[src/rtl/clic_preempt_sched_pkg.sv]
// Shared configuration for the CLIC preemption scheduler: sizes, derived widths, types, FSM encoding.
package clic_preempt_sched_pkg;

  localparam int VecSize        = 8;
  localparam int PrioNum        = 4;
  localparam int StackDepth     = 4;
  localparam int TimeStampWidth = 8;

  localparam int VecW   = $clog2(VecSize);
  localparam int PrioW  = $clog2(PrioNum);
  localparam int DepthW = $clog2(StackDepth + 1);
  localparam int SlotW  = $clog2(StackDepth);

  typedef logic [VecW-1:0]           vec_t;
  typedef logic [PrioW-1:0]          prio_t;
  typedef logic [DepthW-1:0]         depth_t;
  typedef logic [SlotW-1:0]          slot_t;
  typedef logic [TimeStampWidth-1:0] timestamp_t;

  localparam depth_t DepthFull = depth_t'(StackDepth);

  typedef enum logic [1:0] {
    ST_IDLE   = 2'd0,
    ST_REQ    = 2'd1,
    ST_SETTLE = 2'd2
  } sched_state_e;

  function automatic prio_t prio_max(input prio_t a, input prio_t b);
    return (a > b) ? a : b;
  endfunction

endpackage

[src/rtl/clic_preempt_sched_stack.sv]
// Preemption stack of active handler priorities; a pop and a push in one cycle apply pop first.
module clic_prio_stack
  import clic_preempt_sched_pkg::*;
(
  input  logic   clk,
  input  logic   reset_n,
  input  logic   push_i,
  input  prio_t  push_prio_i,
  input  logic   pop_i,
  output prio_t  top_o,
  output depth_t depth_o,
  output logic   full_o,
  output logic   empty_o,
  output logic   can_push_o,
  output logic   pop_err_o
);

  prio_t  entry_q [StackDepth];
  prio_t  entry_d [StackDepth];
  depth_t depth_q, depth_d;
  depth_t depth_pop;
  logic   pop_ok;
  logic   push_ok;
  slot_t  top_slot;

  always_comb begin
    empty_o    = (depth_q == '0);
    full_o     = (depth_q == DepthFull);
    pop_ok     = pop_i & ~empty_o;
    pop_err_o  = pop_i & empty_o;
    depth_pop  = depth_q - depth_t'(pop_ok);
    // Room is judged after the same-cycle pop, so it never depends on push_i itself.
    can_push_o = (depth_pop != DepthFull);
    push_ok    = push_i & can_push_o;
    depth_d    = depth_pop + depth_t'(push_ok);
    entry_d    = entry_q;
    if (push_ok) begin
      entry_d[slot_t'(depth_pop)] = push_prio_i;
    end
    top_slot = slot_t'(depth_q - depth_t'(1));
    top_o    = empty_o ? '0 : entry_q[top_slot];
  end

  always_ff @(posedge clk or negedge reset_n) begin
    if (!reset_n) begin
      depth_q <= '0;
      for (int i = 0; i < StackDepth; i++) begin
        entry_q[i] <= '0;
      end
    end else begin
      depth_q <= depth_d;
      entry_q <= entry_d;
    end
  end

  assign depth_o = depth_q;

endmodule

[src/rtl/clic_preempt_sched.sv]
// CLIC interrupt scheduler: winner select, req/ack handshake FSM and nested-preemption tracking.
// Optional CLIC_LATENCY_STAMP_EN adds per-vector pend-to-ack latency stamps on lat_o.
module clic_preempt_sched
  import clic_preempt_sched_pkg::*;
(
  input  logic                       clk,
  input  logic                       reset_n,
  input  logic [VecSize-1:0]         pend_i,
  input  logic [VecSize-1:0]         en_i,
  input  logic [VecSize*PrioW-1:0]   prio_i,
  input  logic [PrioW-1:0]           thresh_i,
  input  logic                       mie_i,
  output logic                       irq_req_o,
  output logic [VecW-1:0]            irq_vec_o,
  input  logic                       irq_ack_i,
  input  logic                       irq_ret_i,
  output logic [VecSize-1:0]         clear_o,
  output logic [PrioW-1:0]           cur_prio_o,
  output logic [DepthW-1:0]          depth_o,
  output logic                       err_o
`ifdef CLIC_LATENCY_STAMP_EN
  ,
  output logic [VecSize*TimeStampWidth-1:0] lat_o
`endif
);

  sched_state_e state_q, state_d;
  vec_t         vec_q, vec_d;
  logic [VecSize-1:0] clear_q, clear_d;
  logic         err_q, err_d;

  prio_t        prio_v [VecSize];
  logic [VecSize-1:0] cand;
  prio_t        eff_thresh;
  logic         win_any;
  vec_t         win_vec;
  prio_t        win_prio;

  prio_t        stack_top;
  depth_t       stack_depth;
  logic         stack_full;
  logic         stack_empty;
  logic         stack_can_push;
  logic         stack_pop_err;
  logic         in_req;
  logic         ack_take;
  logic         ack_err;

  assign eff_thresh = prio_max(thresh_i, stack_top);

  generate
    for (genvar gi = 0; gi < VecSize; gi++) begin : g_cand
      assign prio_v[gi] = prio_i[gi*PrioW +: PrioW];
      assign cand[gi]   = pend_i[gi] & en_i[gi] & (prio_v[gi] > eff_thresh);
    end
  endgenerate

  // Strict '>' on ascending index keeps the lowest index on a priority tie.
  always_comb begin
    win_any  = 1'b0;
    win_vec  = '0;
    win_prio = '0;
    for (int i = 0; i < VecSize; i++) begin
      if (cand[i] && (!win_any || prio_v[i] > win_prio)) begin
        win_any  = 1'b1;
        win_vec  = vec_t'(i);
        win_prio = prio_v[i];
      end
    end
  end

  assign in_req   = (state_q == ST_REQ);
  assign ack_take = in_req & irq_ack_i & stack_can_push;
  assign ack_err  = in_req & irq_ack_i & ~stack_can_push;

  clic_prio_stack u_stack (
    .clk         (clk),
    .reset_n     (reset_n),
    .push_i      (ack_take),
    .push_prio_i (prio_v[vec_q]),
    .pop_i       (irq_ret_i),
    .top_o       (stack_top),
    .depth_o     (stack_depth),
    .full_o      (stack_full),
    .empty_o     (stack_empty),
    .can_push_o  (stack_can_push),
    .pop_err_o   (stack_pop_err)
  );

  always_comb begin
    state_d = state_q;
    vec_d   = vec_q;
    clear_d = '0;
    err_d   = err_q | ack_err | stack_pop_err;
    unique case (state_q)
      ST_IDLE: begin
        if (mie_i && win_any && !stack_full) begin
          state_d = ST_REQ;
          vec_d   = win_vec;
        end
      end
      ST_REQ: begin
        if (irq_ack_i) begin
          if (ack_take) begin
            clear_d[vec_q] = 1'b1;
            state_d        = ST_SETTLE;
          end else begin
            state_d = ST_IDLE;
          end
        end else if (!(mie_i && win_any)) begin
          state_d = ST_IDLE;
        end else if (!cand[vec_q] || (win_prio > prio_v[vec_q])) begin
          vec_d = win_vec;
        end
      end
      ST_SETTLE: begin
        state_d = ST_IDLE;
      end
      default: begin
        state_d = ST_IDLE;
      end
    endcase
  end

  always_ff @(posedge clk or negedge reset_n) begin
    if (!reset_n) begin
      state_q <= ST_IDLE;
      vec_q   <= '0;
      clear_q <= '0;
      err_q   <= 1'b0;
    end else begin
      state_q <= state_d;
      vec_q   <= vec_d;
      clear_q <= clear_d;
      err_q   <= err_d;
    end
  end

  assign irq_req_o  = in_req;
  assign irq_vec_o  = vec_q;
  assign clear_o    = clear_q;
  assign cur_prio_o = stack_top;
  assign depth_o    = stack_depth;
  assign err_o      = err_q;

`ifdef CLIC_LATENCY_STAMP_EN
  logic [VecSize-1:0] pend_prev_q;

  always_ff @(posedge clk or negedge reset_n) begin
    if (!reset_n) begin
      pend_prev_q <= '0;
    end else begin
      pend_prev_q <= pend_i;
    end
  end

  generate
    for (genvar gi = 0; gi < VecSize; gi++) begin : g_lat
      timestamp_t cnt_q, cnt_d;
      timestamp_t lat_q, lat_d;
      logic       run_q, run_d;
      logic       take;

      assign take = ack_take & (vec_q == vec_t'(gi));

      // The rising-edge cycle counts as 1 so an ack N cycles later stamps N.
      always_comb begin
        cnt_d = cnt_q;
        lat_d = lat_q;
        run_d = run_q;
        if (take) begin
          lat_d = cnt_q;
          cnt_d = '0;
          run_d = 1'b0;
        end else if (pend_i[gi] && !pend_prev_q[gi]) begin
          cnt_d = timestamp_t'(1);
          run_d = 1'b1;
        end else if (run_q && (cnt_q != '1)) begin
          cnt_d = cnt_q + timestamp_t'(1);
        end
      end

      always_ff @(posedge clk or negedge reset_n) begin
        if (!reset_n) begin
          cnt_q <= '0;
          lat_q <= '0;
          run_q <= 1'b0;
        end else begin
          cnt_q <= cnt_d;
          lat_q <= lat_d;
          run_q <= run_d;
        end
      end

      assign lat_o[gi*TimeStampWidth +: TimeStampWidth] = lat_q;
    end
  endgenerate
`endif

endmodule

[config.mk]
export PLATFORM = sky130hd
export DESIGN_NAME = clic_preempt_sched
export DESIGN_NICKNAME = d
export VERILOG_FILES = /design/src/rtl/clic_preempt_sched_pkg.sv /design/src/rtl/clic_preempt_sched_stack.sv /design/src/rtl/clic_preempt_sched.sv
export SDC_FILE = /design/constraint.sdc
export NUM_CORES = 1
export LEC_CHECK = 0
export BUFFER_PORTS_ARGS = -buffer_cell sky130_fd_sc_hd__buf_2
export CORE_ASPECT_RATIO = 0.7
export CORE_UTILIZATION = 42
export CTS_CLUSTER_SIZE = 25
export DETAILED_ROUTE_END_ITERATION = 12
export RECOVER_POWER = 100
export SLEW_MARGIN = 25
export SYNTH_ARGS = -nofsm -noshare
export SYNTH_HDL_FRONTEND = slang
export SYNTH_HIERARCHICAL = 1
export SYNTH_SLANG_ARGS = --single-unit
[constraint.sdc]
create_clock -name clk -period 35.2 [get_ports clk]
set_input_delay 5.28 -clock clk [delete_from_list [all_inputs] [get_ports clk]]
set_output_delay 5.28 -clock clk [all_outputs]
set_load 0.01 [all_outputs]
==> metrics.txt <==
Die Y=68.05 um; Mapped Cells=291; WS Path Type=in -> reg; FF-to-FF path depth=66; syn_area_per_cell=8.995 um2; Final WS setup=17230 ps; achievable frequency=0.05565 GHz; GRT Residual Overflow=0; CTS resizes=0; Most used DFF post-synth=dfrtp_1; RSZ-0062 raised after global routing=no; core area=5871 um2; Root Buffer=clkbuf_8; Relative slew margins=9.513%; Final Util=50.68%; Via Count=2403; Seq cells post-synth=25; area delta synth->final=13.67%; Period minus WS final=17970 ps; WP data required=35370 ps; TNS Setup=0 ps; Initial DRT Pass Iterations=6; worst-margin pin slew=1357 ps; Routed WL per cell=15.91 um; clock slew at reported path FFs=90 ps; Setup crit start kind=input pin; Cell Count, Final, Fillers Out=424; worst skew pair latency=280 ps; max cap viols=0; Post-synth ARST share=100.0%; total CTS buffers=3; chip width=96.36 um; detailed-route wire length=6.745 mm; Yosys warning count=6; Final period util=51.05%; largest net degree at the start of global routing=26; DRT antenna net count=0; crit-path max FO=9; post-CTS setup buffers=0; # rows=23; total global-route track usage=21.93%; Critical Path AT=18140 ps; Synth Net Count=369; share of layout cells above drive strength 1=18.34%; Top Ports=57; slowest library cell on the worst path=o21ai_0; DRC=0; Final Setup Violations=0; outcome=finished, final reports clean; Initial DRC Count=130; post-synth cell types=57; Initial Util=44.59%; CTS tree=yes; crit-path max cell delay=660 ps; final RePlAce weighted congestion=0.8096; Port Buffers=56; initial antenna violation count=0; final hold slack=497.5 ps; ant diodes=0; Post-CTS Hold Buffers=0; H-tree levels=1; hold path depth=2; EDFF count, synth=0; LEAKAGE=1.456 nW; worst slack, placed=17840 ps; class of the worst hold path=reg -> reg; DIE AREA=6557 um2; Syn Std Cell Area=2618 um2; Reg2Reg Setup Slack=20930 ps; DP Cell Count=420; CTS max path bufs=2; clk sinks=25; Final Hold Fails=0; DP HPWL=5.488 mm; most used cell, CP=ha_1; first-pass GRT wire length=10.89 mm; Slew Limit Fails=0; kind of end point of the critical path=flip-flop; layout net count=428; Worst Skew=3.571 ps; Peak VDD IR=0.02835 mV; Vias per Instance=5.667; sequential area share after synthesis=23.90%; vias in the first global route=2231; pwr dens=97.75 nW/um2
[worst max-delay path: cells and delay by family]
kind	cells	cell delay, ps
AND/OR/NAND/NOR	15	1690
multiplexers	1	310
buffers and inverters	4	440
adder cells (fa/ha/maj)	10	2850
AO/OA/AOI/OAI	34	7560
[Yosys cell counts, types with 4 or more instances]
library cell | n | area (um2)
nor2_1 | 27 | 101.4
nor2b_1 | 19 | 118.9
o2111a_1 | 5 | 56.30
a21oi_1 | 17 | 85.08
mux2i_1 | 6 | 60.06
dfrtp_1 | 25 | 625.6
o2111ai_1 | 7 | 61.31
a31oi_1 | 4 | 25.02
ha_1 | 39 | 488.0
nand2_1 | 23 | 86.33
o21ai_0 | 7 | 35.03
nor3_1 | 5 | 25.02
mux2_2 | 8 | 90.09
o22ai_1 | 4 | 25.02
nand2b_1 | 6 | 37.54
inv_1 | 22 | 82.58
[power by group]
part / internal [mW] / switching, mW
registers: 0.0378 / 0.0115
clock network: 0.00832 / 0.00997
logic: 0.0981 / 0.125
total: 0.144 / 0.147
[metal layers]
layer  GRT usage (%)  part of all wire (%)  up-vias
met3           3.000                   5.2        8
met5               0                     0        -
met2           31.56                    39       80
met4           3.493                  0.77        0
met1           34.71                    55     1103
li1                -                     -     1212
[stage by stage]
step / instance area, um2 / total power, mW
floorplan: 2618 / 0.2190
global placement: 2988 / 0.2717
detailed placement: 2988 / 0.2771
CTS: 3038 / 0.2972
global route: 2975 / 0.3266
finish: 2975 / 0.2908
[kinds of logic (layout without fill, tap and decap cells)]
logic type	after synthesis	count (layout)	synth area share [%]
AO/OA/AOI/OAI	85	85	24.52
buffers and inverters	25	83	3.585
multiplexers	20	20	9.465
XOR/XNOR	2	2	0.9563
flip-flops	25	25	23.90
AND/OR/NAND/NOR	95	95	18.93
adder cells (fa/ha/maj)	39	39	18.64
[cell type report]
class	count	area (um2)
Clock buffer	3	41.29
Clock inverter	1	8.758
Fill cell	584	2895
Inverter	22	82.58
Multi-Input combinational cell	241	1859
Sequential cell	25	625.6
Tap cell	75	93.84
Timing Repair Buffer	57	264.0
[registers in the layout, indices dropped and copies added (netlist names)]
name             cells
u_stack/depth_o      3
irq_vec_o            3
state_q              2
clear_o              8
u_stack/entry_q      8
err_o                1
[placed cells by master (no fill, tap or decap), drive strengths merged, types with 3 or more instances in the layout]
master,netlist,layout
mux2,12,12
o2111ai,7,7
a21oi,18,18
a31oi,4,4
nor2,27,27
nand2,23,23
a22oi,3,3
clkbuf,2,22
o22ai,4,4
nor2b,20,20
inv,22,23
nand2b,6,6
o2111a,7,7
mux2i,6,6
ha,39,39
o21bai,3,3
a2bb2oi,3,3
and2,4,4
nor3,6,6
o21ai,10,10
a21o,4,4
buf,1,38
dfrtp,25,25
o32ai,3,3
[final timing paths]
kind,start,to
max,thresh_i[0],irq_vec_o[2]$_DFFE_PN0P_
min reg2reg,err_o$_DFF_PN0_,err_o$_DFF_PN0_
max in group asynchronous,reset_n,state_q[0]$_DFFE_PN0P_
min in group asynchronous,reset_n,err_o$_DFF_PN0_
min,err_o$_DFF_PN0_,err_o$_DFF_PN0_
max reg2reg,u_stack/depth_o[0]$_DFF_PN0_,irq_vec_o[2]$_DFFE_PN0P_
Note: power is estimated with default switching activity, not from simulation.
